`src/rtl/rr_mux_reg_pkg.sv`:
```
// Shared arbitration-mode encodings and width helper for the mux utilities.
package rr_mux_reg_pkg;

    typedef enum logic {
        ARB_RR    = 1'b0,
        ARB_FIXED = 1'b1
    } arb_mode_e;

    localparam int MODE_RR    = 0;
    localparam int MODE_FIXED = 1;

    // Ceiling log2, never below 1 so a one-bit index always exists.
    function automatic int clog2_f(input int value);
        int result;
        result = 1;
        for (int unsigned i = 1; i < 31; i++) begin
            if ((32'sd1 <<< i) < value) begin
                result = int'(i) + 1;
            end
        end
        return result;
    endfunction

endpackage

```
`src/rtl/rr_mux_reg_arbiter.sv`:
```
// Combinational arbiter: one-hot grant and encoded index, rotating or fixed priority.
module rr_arbiter
    import rr_mux_reg_pkg::*;
#(
    parameter int CHANNELS       = 4,
    parameter int FIXED_PRIORITY = MODE_RR,
    parameter int SEL_WIDTH      = clog2_f(CHANNELS)
) (
    input  logic [CHANNELS-1:0]  i_req,
    input  logic [SEL_WIDTH-1:0] i_ptr,
    output logic [CHANNELS-1:0]  o_grant,
    output logic [SEL_WIDTH-1:0] o_idx,
    output logic                 o_any
);

    localparam int CW = SEL_WIDTH + 1;
    localparam arb_mode_e ARB_MODE = (FIXED_PRIORITY == MODE_FIXED) ? ARB_FIXED : ARB_RR;

    logic [CW-1:0] w_start;
    logic [CW-1:0] w_ch;

    // The extra bit lets start+offset exceed CHANNELS before the single wrap subtract,
    // so non-power-of-two channel counts never produce an out-of-range index.
    always_comb begin
        o_grant = '0;
        o_idx   = '0;
        o_any   = 1'b0;
        w_ch    = '0;
        w_start = (ARB_MODE == ARB_FIXED) ? '0 : {1'b0, i_ptr};
        for (int unsigned off = 0; off < CHANNELS; off++) begin
            w_ch = w_start + CW'(off);
            if (w_ch >= CW'(CHANNELS)) begin
                w_ch = w_ch - CW'(CHANNELS);
            end
            if (!o_any && i_req[w_ch[SEL_WIDTH-1:0]]) begin
                o_any                       = 1'b1;
                o_grant[w_ch[SEL_WIDTH-1:0]] = 1'b1;
                o_idx                       = w_ch[SEL_WIDTH-1:0];
            end
        end
    end

endmodule

```
`src/rtl/rr_mux_reg.sv`:
```
// N-channel valid/ready arbitrated mux with a single registered output stage.
module rr_mux_reg
    import rr_mux_reg_pkg::*;
#(
    parameter int OPERAND_WIDTH  = 32,
    parameter int CHANNELS       = 4,
    parameter int SEL_WIDTH      = clog2_f(CHANNELS),
    parameter int FIXED_PRIORITY = MODE_RR
) (
    input  logic                              clk,
    input  logic                              rst,
    input  logic [CHANNELS-1:0]               in_valid,
    input  logic [CHANNELS*OPERAND_WIDTH-1:0] in_data,
    output logic [CHANNELS-1:0]               in_ready,
    output logic                              out_valid,
    output logic [OPERAND_WIDTH-1:0]          out_data,
    output logic [SEL_WIDTH-1:0]              out_sel,
    input  logic                              out_ready
);

    localparam arb_mode_e ARB_MODE = (FIXED_PRIORITY == MODE_FIXED) ? ARB_FIXED : ARB_RR;

    logic [CHANNELS-1:0]      w_grant;
    logic [SEL_WIDTH-1:0]     w_idx;
    logic                     w_any;
    logic                     w_load;
    logic [SEL_WIDTH-1:0]     w_ptr_next;
    logic [OPERAND_WIDTH-1:0] w_sel_data;

    logic [SEL_WIDTH-1:0]     r_ptr;
    logic                     r_out_valid;
    logic [OPERAND_WIDTH-1:0] r_out_data;
    logic [SEL_WIDTH-1:0]     r_out_sel;

    rr_arbiter #(
        .CHANNELS       (CHANNELS),
        .FIXED_PRIORITY (FIXED_PRIORITY),
        .SEL_WIDTH      (SEL_WIDTH)
    ) u_arbiter (
        .i_req   (in_valid),
        .i_ptr   (r_ptr),
        .o_grant (w_grant),
        .o_idx   (w_idx),
        .o_any   (w_any)
    );

    always_comb begin
        w_load     = !r_out_valid || out_ready;
        in_ready   = w_load ? w_grant : '0;
        w_ptr_next = (w_idx == SEL_WIDTH'(CHANNELS - 1)) ? '0 : w_idx + 1'b1;
        w_sel_data = '0;
        for (int unsigned i = 0; i < CHANNELS; i++) begin
            if (w_idx == SEL_WIDTH'(i)) begin
                w_sel_data = in_data[i*OPERAND_WIDTH +: OPERAND_WIDTH];
            end
        end
    end

    always_ff @(posedge clk) begin
        if (rst) begin
            r_ptr       <= '0;
            r_out_valid <= 1'b0;
            r_out_data  <= '0;
            r_out_sel   <= '0;
        end else if (w_load) begin
            r_out_valid <= w_any;
            if (w_any) begin
                r_out_data <= w_sel_data;
                r_out_sel  <= w_idx;
                if (ARB_MODE == ARB_RR) begin
                    r_ptr <= w_ptr_next;
                end
            end
        end
    end

    assign out_valid = r_out_valid;
    assign out_data  = r_out_data;
    assign out_sel   = r_out_sel;

endmodule

```
`config.mk`:
```
export PLATFORM = sky130hd
export DESIGN_NAME = rr_mux_reg
export DESIGN_NICKNAME = d
export VERILOG_FILES = /design/src/rtl/rr_mux_reg_pkg.sv /design/src/rtl/rr_mux_reg_arbiter.sv /design/src/rtl/rr_mux_reg.sv
export SDC_FILE = /design/constraint.sdc
export NUM_CORES = 1
export LEC_CHECK = 0
export ABC_AREA = 1
export BUFFER_PORTS_ARGS = -buffer_cell sky130_fd_sc_hd__buf_4
export CELL_PAD_IN_SITES_DETAIL_PLACEMENT = 1
export CELL_PAD_IN_SITES_GLOBAL_PLACEMENT = 2
export CORE_MARGIN = 4
export CORE_UTILIZATION = 21
export CTS_CLUSTER_DIAMETER = 200
export DETAILED_ROUTE_END_ITERATION = 6
export PLACE_DENSITY_LB_ADDON = 0.05
export SLEW_MARGIN = 5
export SYNTH_ARGS = -nofsm -noshare
export SYNTH_HDL_FRONTEND = slang
export SYNTH_SLANG_ARGS = --single-unit
```
`constraint.sdc`:
```
create_clock -name clk -period 3.6 [get_ports clk]
set_clock_uncertainty 0.1 [all_clocks]
set_input_delay 0.18 -clock clk [delete_from_list [all_inputs] [get_ports clk]]
set_output_delay 0.18 -clock clk [all_outputs]
set_load 0.01 [all_outputs]
```
==> Flow_metrics.wiki <==
{| class="wikitable"
! Metric !! Value
|-
| Result of the run || finished clean
|-
| Post-route standard cell area excluding fillers || approximately 0.0043 sq mm
|-
| Initial antenna violation count || 0
|-
| Effective utilization at floorplan || 21.7%
|-
| Slowest CP cell || dfxtp_1
|-
| Largest net degree at the start of global routing || 41
|-
| Quantity of I/O buffers inserted on ports || roughly 170
|-
| Mean cell area of the mapped netlist || between 7 and 8 sq um
|-
| Synth Net Count || ~520
|-
| Vertical die dimension || 120 um
|-
| Die width || 120 um
|-
| CP Launch Type || flop
|-
| Count of distinct cell types in the synthesized netlist || 24
|-
| Actual slew at the worst max-slew pin || between 0.4 and 0.5 ns
|-
| Detailed Route Iter0 Violations || around 120
|-
| Number of design rule violations left after detail routing || 0
|-
| Warnings, synthesis || 0
|-
| Total stage count of the critical path || 15
|-
| TritonCTS sink count || 37
|-
| Unrepaired setup endpoints after global routing || no
|-
| Setup slack, reg-to-reg || 0.34 ns
|-
| Cell family with most CP delay || simple AND/OR/NAND/NOR gates
|-
| Final hold violations || 0
|-
| Final core occ || 35.3%
|-
| Residual overflow from global routing || 0
|-
| Total Neg Setup Slack || 0 ns
|-
| Number of flops mapped to enable cells by yosys || 0
|-
| Placed instance count || a little under 700
|-
| Synthesis-to-finish area growth || 62.2%
|-
| Clock-pin slew reported for the worst setup and hold paths after clock tree synthesis || around 0.060 ns
|-
| Cell types with the largest area share after synthesis || dfxtp_1, o21ai_0, a22oi_1
|-
| Buf+Inv Stages, Crit Path || 4
|-
| Via count || around 3,300
|-
| Crit share post-route || between 90 and 100%
|-
| Placement row count || 40
|-
| CTS Root Cell || clkbuf_16
|-
| Worst Hold Margin || 0.0887 ns
|-
| Arrival time at the worst endpoint || 3.37 ns
|-
| Largest stage delay on the critical path || 0.39 ns
|-
| Share of cells above drive strength 1 || between 30% and 40%
|-
| Longest Clk Path Bufs || 2
|-
| CTS buffer count || 5
|-
| Power per Cell Area || about 1000 mW/mm^2
|-
| Min cycle time layout || roughly 3.3 ns
|-
| Max-cap viol count || 0
|-
| Post-DR vias/cell || ~4.6
|-
| Peak clock frequency supported by timing || 307 MHz
|-
| Final-report setup violation count || 0
|-
| Critical-path maximum fanout || 32
|-
| H-tree depth || 2
|-
| CP Cell Sequence || inv_6 > ha_1 > inv_1 > nand3_2 > nand2_2 > nand4_1 > nand2_1 > nand2_1 > inv_1 > ha_1 > buf_4 > a22oi_1 > o211ai_1 > o21ai_0 > a21oi_1
|-
| Detailed-router iteration count before antenna repair || 4
|-
| Worst reg-to-reg path cell count || 15
|-
| Area after DPL || ~0.0041 sq mm
|-
| First-pass GRT wire length || ~18,000 um
|-
| DRT antenna net count || 0
|-
| Number of top-level pins || between 150 and 200
|-
| Final slew viol count || 0
|-
| Routed WL per cell || around 16 um
|-
| Inserted Diodes || 0
|-
| Cells on Worst Hold Path || 3
|-
| Vias in the first global route || between 3,000 and 4,000
|-
| Post CTS Setup Buffer Count || 0
|-
| Clock insertion delay at the later pin of the skew report || between 0.2 and 0.3 ns
|-
| Class of the tightest hold or removal check || in -> reg
|-
| Category of the most critical setup path || reg -> reg
|-
| Total routed wirelength || around 11,000 um
|-
| Element type at the critical path end || flop
|-
| Number of standard cells in the layout, taps in and fillers out || 702
|-
| HPWL Detailed || 8400 um
|-
| Post-synthesis async set-or-reset flop share || 0%
|-
| Post-synth top flop || dfxtp_1
|-
| Share of the yosys chip area belonging to registers || approximately 28%
|-
| Floorplan core area || 0.0122 sq mm
|-
| Placer Congestion || approximately 0.8
|-
| Global Route Usage Sum || 15.1%
|-
| P_leak || between 1.5 and 2 nW
|-
| Worst EP required || around 3.7 ns
|-
| Number of fill cells in the layout || about 1,600
|-
| Syn Std Cell Area || ~0.0027 sq mm
|-
| Register bit total from synthesis || 37
|-
| Worst max-slew margin expressed relative to the limit || between 60% and 70%
|-
| Yosys top cell by area || dfxtp_1
|-
| Die outline area || around 0.015 sq mm
|-
| Worst vdd rail ir drop || 0.486 mV
|-
| Post-synthesis cell count || roughly 370
|-
| Portion of synthesized cell area occupied by the leading cell type || around 28%
|-
| Synth cell count leaders || o21ai_0, nand2_1, a21oi_1, dfxtp_1, a22oi_1
|-
| TritonCTS clock tree || done
|-
| Most common cell in the netlist || o21ai_0
|-
| Final net count || ~700
|}
[repair_timing]
action | in CTS | in global routing
resized for setup | 0 | 2
hold endpoints to repair | 1 | 0
hold buffers | 1 | 0
setup endpoints to repair | 0 | 32
[layout make-up]
class	instances	area [sq um]	area share, %
inverter	25	101	2.35
timing repair buffer	184	1420	33.0
sequential	37	742	17.2
multi-input combinational	280	1660	38.5
clock buffer	7	143	3.31
clock inverter	1	30.0	0.697
tap	168	210	4.88
[flip-flops by register name (all words and copies together), names as in the netlist]
register / count
out_valid: 1
r_ptr: 2
out_data: 32
out_sel: 2
[worst paths after layout]
check	startpoint	end
worst min-delay path	in_data[98]	out_data[2]$_SDFFE_PP0P_
worst max register to register	r_ptr[0]$_SDFFE_PP0P_	out_data[26]$_SDFFE_PP0P_
worst min register to register	out_data[24]$_SDFFE_PP0P_	out_data[24]$_SDFFE_PP0P_
worst max-delay path	r_ptr[0]$_SDFFE_PP0P_	out_data[26]$_SDFFE_PP0P_
[logic make-up (layout without fill, tap and decap cells)]
group / after synthesis / count (layout) / share of synthesized area [%]
AO/OA/AOI/OAI: 177 / 177 / 39.8
adder cells (fa/ha/maj): 12 / 12 / 5.65
buffers and inverters: 57 / 217 / 9.99
flip-flops: 37 / 37 / 27.9
AND/OR/NAND/NOR: 91 / 91 / 16.7
[metrics by stage]
stage,total power [mW],worst slack (ns)
2_1_floorplan,2.77,0.471
3_3_place_gp,3.78,0.334
3_5_place_dp,3.81,0.224
4_1_cts,4.37,0.202
5_1_grt,4.78,0.00136
6_report,4.30,0.345
[power by group]
part | switching, mW | internal [mW] | total [mW]
Clock | 0.179 | 0.347 | 0.526
Sequential | 0.0827 | 0.576 | 0.659
Combinational | 1.82 | 1.29 | 3.11
[cells in the final DEF, fill, tap and decap left out, drive strengths merged]
cell type    netlist  routed
buf               15     183
o21ai             72      72
nand2             64      64
a21oi             37      37
dfxtp             37      37
a22oi             36      36
o211ai            32      32
inv               25      25
nand3             13      13
ha                12      12
nor2              10      10
clkbuf            17       7
nand4              4       4
bufinv             0       1
dlygate4sd3        0       1
[worst reg2reg max path, cell delays in order, from the launching register on]
cell and delay, ns:
dfxtp_1 0.39, inv_6 0.08, ha_1 0.38, inv_1 0.15
nand3_2 0.10, nand2_2 0.15, nand4_1 0.25, nand2_1 0.13
nand2_1 0.13, inv_1 0.12, ha_1 0.19, buf_4 0.39
a22oi_1 0.16, o211ai_1 0.20, o21ai_0 0.11, a21oi_1 0.15
[per-layer routing]
layer,vias up,global-route usage [%],share of wire (%)
li1,1656,-,-
met3,4,5.38,8.3
met2,100,26.3,49
met1,1504,18.1,42
met4,0,2.97,0.51
met5,-,0,0
No activity file was read; power rests on OpenSTA's default activity.
